$ cat src/rtl/serial_sub_handshake.sv
`default_nettype none
// ============================================================================
// Module   : serial_sub_handshake
// Brief    : Bit-serial WIDTH-bit subtractor (O = I0 - I1), LSB first, one bit
//            per clock, with valid/ready handshakes on both sides.
//            Optional macro SERIAL_SUB_SATURATE_EN clamps underflow to zero.
// Revision : 1.0 - initial release
// ============================================================================
module serial_sub_handshake #(
  parameter int WIDTH = 8
) (
  input  logic             CLK,
  input  logic             ASYNCRESETN,
  input  logic             I_VALID,
  output logic             I_READY,
  input  logic [WIDTH-1:0] I0,
  input  logic [WIDTH-1:0] I1,
  output logic             O_VALID,
  input  logic             O_READY,
  output logic [WIDTH-1:0] O,
  output logic             BORROW
);

  localparam int CNT_W = $clog2(WIDTH + 1);
  localparam logic [CNT_W-1:0] c_cnt_last = CNT_W'(WIDTH - 1);
  localparam logic [CNT_W-1:0] c_cnt_one  = CNT_W'(1);

  typedef enum logic [1:0] {
    ST_IDLE = 2'd0,
    ST_RUN  = 2'd1,
    ST_DONE = 2'd2
  } state_t;

  state_t           r_state;
  state_t           w_state_next;
  logic [WIDTH-1:0] r_a;
  logic [WIDTH-1:0] r_b;
  logic [WIDTH-2:0] r_res;
  logic [WIDTH-1:0] r_o;
  logic             r_br;
  logic             r_borrow;
  logic [CNT_W-1:0] r_cnt;

  logic             w_d;
  logic             w_br_next;
  logic             w_last;
  logic [WIDTH-1:0] w_res_shift;
  logic [WIDTH-1:0] w_o_load;

  // Full-subtractor bit slice on the current LSBs and the borrow flop.
  assign w_d         = r_a[0] ^ r_b[0] ^ r_br;
  assign w_br_next   = (~r_a[0] & r_b[0]) | (~r_a[0] & r_br) | (r_b[0] & r_br);
  assign w_last      = (r_cnt == c_cnt_last);
  // Difference bits enter at the MSB; after WIDTH shifts bit 0 holds the LSB.
  assign w_res_shift = {w_d, r_res};

`ifdef SERIAL_SUB_SATURATE_EN
  assign w_o_load = w_br_next ? '0 : w_res_shift;
`else
  assign w_o_load = w_res_shift;
`endif

  always_comb begin
    w_state_next = r_state;
    case (r_state)
      ST_IDLE: if (I_VALID) w_state_next = ST_RUN;
      ST_RUN:  if (w_last)  w_state_next = ST_DONE;
      ST_DONE: if (O_READY) w_state_next = ST_IDLE;
      default: w_state_next = ST_IDLE;
    endcase
  end

  always_ff @(posedge CLK or negedge ASYNCRESETN) begin
    if (!ASYNCRESETN) begin
      r_state <= ST_IDLE;
    end else begin
      r_state <= w_state_next;
    end
  end

  always_ff @(posedge CLK or negedge ASYNCRESETN) begin
    if (!ASYNCRESETN) begin
      r_a      <= '0;
      r_b      <= '0;
      r_res    <= '0;
      r_br     <= 1'b0;
      r_cnt    <= '0;
      r_o      <= '0;
      r_borrow <= 1'b0;
    end else begin
      case (r_state)
        ST_IDLE: begin
          if (I_VALID) begin
            r_a   <= I0;
            r_b   <= I1;
            r_res <= '0;
            r_br  <= 1'b0;
            r_cnt <= '0;
          end
        end
        ST_RUN: begin
          r_a   <= {1'b0, r_a[WIDTH-1:1]};
          r_b   <= {1'b0, r_b[WIDTH-1:1]};
          r_res <= w_res_shift[WIDTH-1:1];
          r_br  <= w_br_next;
          r_cnt <= r_cnt + c_cnt_one;
          if (w_last) begin
            r_o      <= w_o_load;
            r_borrow <= w_br_next;
          end
        end
        default: begin
          // DONE: result registers hold until the consumer accepts.
        end
      endcase
    end
  end

  assign I_READY = (r_state == ST_IDLE);
  assign O_VALID = (r_state == ST_DONE);
  assign O       = r_o;
  assign BORROW  = r_borrow;

endmodule
`default_nettype wire
$ cat config.mk
export PLATFORM = sky130hd
export DESIGN_NAME = serial_sub_handshake
export DESIGN_NICKNAME = d
export VERILOG_FILES = /design/src/rtl/serial_sub_handshake.sv
export SDC_FILE = /design/constraint.sdc
export NUM_CORES = 1
export LEC_CHECK = 0
export ABC_AREA = 1
export CORE_ASPECT_RATIO = 0.5
export CORE_MARGIN = 5
export CORE_UTILIZATION = 55
export CTS_CLUSTER_DIAMETER = 50
export CTS_CLUSTER_SIZE = 20
export DETAILED_ROUTE_END_ITERATION = 6
export DONT_BUFFER_PORTS = 1
export HOLD_SLACK_MARGIN = 0.03
export PLACE_DENSITY = 0.75
export RECOVER_POWER = 25
export SETUP_SLACK_MARGIN = 0.2
export SYNTH_ARGS = -nofsm -noshare
export SYNTH_HDL_FRONTEND = slang
export SYNTH_SLANG_ARGS = --single-unit
$ cat constraint.sdc
create_clock -name CLK -period 1.4 [get_ports CLK]
set_input_delay 0.21 -clock CLK [delete_from_list [all_inputs] [get_ports CLK]]
set_output_delay 0.21 -clock CLK [all_outputs]
set_load 0.01 [all_outputs]
==> results of run 1 <==
final cells by class:
| class | instances | area (µm²) | share of cell area |
|---|---|---|---|
| multi-input cells | 144 | 728.2 | 0.3566 |
| well taps | 40 | 50.05 | 0.02451 |
| clock inverters | 2 | 35.03 | 0.01716 |
| flip-flops and latches | 39 | 977.2 | 0.4786 |
| inverters | 5 | 26.28 | 0.01287 |
| repair buffers | 15 | 142.6 | 0.06985 |
| clock buffers | 6 | 82.58 | 0.04044 |
cell families (layout without fill, tap and decap cells):
group | Yosys count | in the layout | share of synthesized area
compound gates | 5 | 5 | 0.01613
fa+ha+maj | 2 | 2 | 0.01906
flops | 39 | 39 | 0.5718
simple gates | 135 | 137 | 0.3475
buf+inv | 15 | 28 | 0.04545
state kept, by name, indices dropped and copies added, names as in the netlist:
signal and cells:
r_cnt 4, r_a 8, r_b 8, O 8, r_res 7, r_state 2, r_br 1, BORROW 1
power breakdown:
part	internal [mW]	switching [mW]	total, mW
Sequential	1.58	0.426	2.01
Combinational	0.672	0.925	1.60
Clock	0.577	0.394	0.971
worst max-delay path by stage:
stage	start	endpoint	depth (start not counted)	slack [ns]
after floorplan	r_a[0]	O[7]	5	0.25
after global placement	r_cnt[0]	O[6]	5	0.13
after detailed placement	r_cnt[0]	O[1]	5	0.09
after CTS	r_state[0]	I_READY	2	0.18
after global routing	r_br	O[7]	4	0.14
final	r_state[0]	I_READY	2	0.18
cell usage in the layout (no fill, tap or decap), drive strengths merged:
master	netlist	layout
fa	1	1
dlygate4sd3	0	2
clkbuf	1	6
nand3	59	59
o21ai	4	4
o31ai	1	1
dfrtp	39	39
nand2	69	70
buf	9	13
clkinv	0	1
inv	5	5
ha	1	1
bufinv	0	1
nand4	1	1
nor2	6	7
stage by stage:
| stage | power, mW | util | area (µm²) | cells | setup WS (ns) |
|---|---|---|---|---|---|
| 6_report | 4.576 | 0.6817 | 2042 | 251 | 0.1814 |
| 5_1_grt | 4.926 | 0.6817 | 2042 | 251 | 0.1389 |
| 4_1_cts | 4.436 | 0.6621 | 1983 | 250 | 0.1829 |
| 3_5_place_dp | 3.204 | 0.5802 | 1738 | 231 | 0.08790 |
| 3_3_place_gp | 3.163 | 0.5802 | 1738 | 231 | 0.1276 |
| 2_1_floorplan | 2.922 | - | 1707 | 196 | 0.2488 |
repair_timing:
action / in CTS / in global routing
endpoints found under the setup margin: 21 / 31
cloned: 3 / 0
buffers inserted: 5 / 1
endpoints found under the hold margin: 40 / 0
hold buffers: 3 / 0
pin swaps: 3 / 5
resized for setup: 10 / 11
metal layers:
metal,share of wire,global-route usage,wire length (µm)
met3,0.056,0.05902,212
met4,0.013,0.05276,48
met2,0.46,0.2771,1737
met5,0,0,0
met1,0.47,0.2624,1776
worst max-delay path: stages, from the launching register on:
cell	delay, ns
dfrtp_2	0.46
nor2_4	0.11
buf_6	0.15
==> run metrics, run 1 <==
status=complete, no violations; worst relative slew slack=0.7829; DRT Pass-1 Iters=5; ys flop type=dfrtp_1; H-tree depth=2; clk_skew=0.003286 ns; drt wl/cell=between 15 and 20 µm; crit share post-route=0.8704; flops & latches, synth=39; setup violators final=0; RSZ-0062 raised after global routing=yes; antenna cells=0; # clock sinks=39; Hold Worst Slack=0.03929 ns; first-pass GRT wire length=6272 µm; most frequent cells after synthesis=67 x nand2_1, 59 x nand3_1, 39 x dfrtp_1, 6 x buf_2, 4 x nor2_1; initial antenna violation count=0; CP Launch Type=flip-flop; Synth Warn #=0; power density over cell area=2241 mW/mm²; die footprint=0.004385 mm²; Cell Rows=14; Clock Path Buffers=2; maximum vdd drop=1095 µV; flop2flop setup slack=~0.19 ns; Num CTS Buffers=5; layout cells sized above 1=0.1659; Initial DRC Count=99; Top Ports=31; R2R Path End=O[7]; die height=49.39 µm; Pleak=1.027 nW; fillers=approximately 240; Cell Area, Synth=around 0.0017 mm²; slew at the pin with the worst max-slew slack=0.3257 ns; drt drc=0; Vias/cell=5.590; reg-to-reg startpoint=r_br; Hold Path Origin=I0[7]; via count=1403; Reg2Reg Depth=4; worst hold path class=primary input to flip-flop; Final min period=1.219 ns; gate count of the mapped netlist=196; CTS clk-pin slew, worst paths=around 0.07 ns; Syn Area/Cell=8.707 µm²; sequential-to-total area share from yosys stat=0.5718; main area contributors after synthesis=dfrtp_1 57%, nand3_1 17%, nand2_1 15%, buf_2 1.8%, buf_4 1.3%; Initial Util=0.5698; final net count=approximately 230; largest net degree at the start of global routing=40; dominant cell type by area after synthesis=dfrtp_1; FMAX=820.6 MHz; FFs w/ async S/R, synth=1.000; Max Slew Vio Count=0; IO buf count=0; clk root buf=clkbuf_8; Post-synth EDFFs=0; vias in the first global route=1279; crit path DAT=about 1 ns; Max Cap Violations=0; top-count cell post-synth=nand2_1; CTS tree=yes; area delta synth->final=19.65%; syn nets=218; largest fanout on the critical path=8; Core Area=0.002995 mm²; Routed Antenna Nets=0; final setup TNS=0 ns; GRT Overall Usage=0.1868; Synth cell types=18; Hold Path End=r_a[7]; top cell type's share of synthesized area=0.5718; grt ovf=0; total routed wirelength=~3800 µm; Worst setup EP type=output port; Critical Path RT=1.19 ns; DIE WIDTH=between 80 and 90 µm; CP Class=flip-flop to output port; Placer Congestion=0.7423; Worst Hold Path Cells=2; Worst-Skew Late Latency=a little under 0.3 ns; final hold vios=0; post-DP HPWL=~2200 µm
Note: power is estimated with default switching activity, not from simulation.
==> run 2, diff against run 1 <==
- CTS_BUF_LIST: not set -> sky130_fd_sc_hd__clkbuf_4
==> run 2 against run 1 <==
Against the previous run:
- largest cell class unchanged
- clock-buffer cell count fell by 1
- largest power group unchanged
- utilization rose by 6.0 points
- power about the same
- sequential share of layout area is 3.9 points lower
- cell count is 8.0% higher
- critical endpoint unchanged
==> run metrics, run 2 (synthesis gave the netlist of run 1 again) <==
Seq pwr share=0.436 (-0.003); crit path DAT=1.09 ns (+0.08 ns); fillers=209 (-11%); Hold Worst Slack=0.04230 ns (+0.003011 ns); grt ovf=0 (unchanged); FMAX=772.0 MHz (-5.9%); worst hold path class=primary input to flip-flop; status=complete, no violations; final setup TNS=0 ns (unchanged); drt wl/cell=15.41 µm (+2.5%); Initial Util=0.5698 (unchanged); sw frac=0.3990 (+0.01764); crit share post-route=0.9252 (+0.05478); RSZ-0062 raised after global routing=yes; most common cell after layout, fill and taps aside=nand2_1; Max Slew Vio Count=0 (unchanged); Pleak=1.104 nW (+7.4%); worst slack, placed=0.08790 ns (unchanged); CTS tree=yes; Top Ports=31 (unchanged); critical path cell sequence=nor2_2, buf_6; IO buf count=0 (unchanged); vias in the first global route=1339 (+4.7%); power density over cell area=2062 mW/mm² (-8.0%); Worst setup EP type=output port; slowest CP cell=dfrtp_2; final net count=252 (+8.6%); # clock sinks=39 (unchanged); DIE WIDTH=88.78 µm (unchanged); Max Cap Violations=0 (unchanged); DRT Pass-1 Iters=5 (unchanged); Sequential Area=977.2 µm² (unchanged); clk_skew=0.007812 ns (+0.004526 ns); Clock Path Buffers=2 (unchanged); die height=49.39 µm (unchanged); H-tree depth=2 (unchanged); Switching Power=1.827 mW (+4.7%); Num CTS Buffers=5 (unchanged); Critical Path RT=1.19 ns (about the same); area delta synth->final=30.13%; worst relative slew slack=0.6730 (-0.1099); Core Area=0.002995 mm² (unchanged); largest fanout on the critical path=8 (unchanged); multi-input logic area=749.5 µm² (+2.9%); via count=1537 (+9.6%); Worst-Skew Late Latency=0.35 ns (+0.06 ns); largest stage delay on the critical path=0.45 ns (about the same); Cell Rows=14 (unchanged); internal power=2.752 mW (-2.8%); Placer Congestion=0.7423 (unchanged); GRT Overall Usage=0.1959 (+0.009036); initial antenna violation count=0 (unchanged); commonest cells after routing, fill and taps aside=63 x nand2_1, 58 x nand3_1, 38 x dfrtp_1, 18 x dlygate4sd3_1, 11 x buf_4; slew at the pin with the worst max-slew slack=0.4889 ns (+0.1632 ns); CP Launch Type=flip-flop; post-DP HPWL=2195 µm (unchanged); Vias/cell=5.672 (+1.5%); Worst setup startpoint=r_state[0]; largest net degree at the start of global routing=40 (unchanged); final hold vios=0 (unchanged); layout cells sized above 1=0.1775 (+0.01161); total routed wirelength=4175 µm (+11%); reg-to-reg startpoint=r_cnt[1]; antenna cells=0 (unchanged); Final min period=1.295 ns (+0.07670 ns); Routed Antenna Nets=0 (unchanged); maximum vdd drop=1067 µV (-2.5%); CTS clk-pin slew, worst paths=0.12 ns (+0.05 ns); Hold Path Origin=I0[6]; clk root buf=clkbuf_4; setup violators final=0 (unchanged); Clock power frac=0.163 (-0.049); Initial DRC Count=158 (+60%); CP Class=flip-flop to output port; first-pass GRT wire length=6541 µm (+4.3%); final worst slack=0.1047 ns (-0.07670 ns); die footprint=0.004385 mm² (unchanged); drt drc=0 (unchanged); Gate power share=0.401 (+0.052)
run 2: changes by cell type in the layout (fill, tap and decap cells not counted), moves of 2 or more:
cell	before	now
buf_4	7	11
clkbuf_8	6	0
clkbuf_4	0	6
nand2_2	1	3
dlygate4sd3_1	2	18
nand2_1	66	63
run 2: power groups by stage:
stage | clock network [mW] | logic (mW) | registers [mW]
final | 0.748 | 1.84 | 2.00
after global routing | 0.818 | 2.04 | 2.06
after CTS | 0.760 | 1.49 | 1.95
after detailed placement | 0 | 1.23 | 1.98
after global placement | 0 | 1.20 | 1.97
after floorplan | 0 | 1.03 | 1.89
run 2: through the flow:
stage / cells / util / area [µm²] / power [mW]
2_1_floorplan: 196 / - / 1707 / 2.922
3_3_place_gp: 231 / 0.5802 / 1738 / 3.163
3_5_place_dp: 231 / 0.5802 / 1738 / 3.204
4_1_cts: 265 / 0.6942 / 2079 / 4.198
5_1_grt: 271 / 0.7414 / 2221 / 4.917
6_report: 271 / 0.7414 / 2221 / 4.578
run 2: worst max-delay path, delay by kind of cell, from the launching register on:
kind | cells | cell delay (ns)
DFF | 1 | 0.45
buffers and inverters | 1 | 0.16
and+or+nand+nor | 1 | 0.12
run 2: area by class of cell:
cell class | instances | share of cell area
clock buffers | 5 | 0.01690
repair buffers | 35 | 0.1549
inverters | 5 | 0.01070
multi-input cells | 144 | 0.3375
clock inverters | 3 | 0.01746
well taps | 40 | 0.02254
flip-flops and latches | 39 | 0.4400
run 2: timing repair:
action	CTS	global route
setup endpoints to repair	22	39
cloned	2	1
gates resized for setup	4	21
hold endpoints to repair	55	0
setup buffers	5	5
pin swaps	2	8
hold buffers	19	0
run 2: worst paths after layout:
path	to	slack, ns	cells after the start
max in group asynchronous	r_state[0]	0.90	2
max	I_READY	0.10	2
min	r_a[6]	0.04	2
min in group asynchronous	r_b[1]	0.30	2
min reg2reg	O[0]	0.50	2
max reg2reg	BORROW	0.14	6
run 2: metal layers:
layer	GRT usage	routed length [µm]
met5	0	0
met4	0.07538	53
met3	0.05228	319
met2	0.2882	2061
met1	0.2748	1742
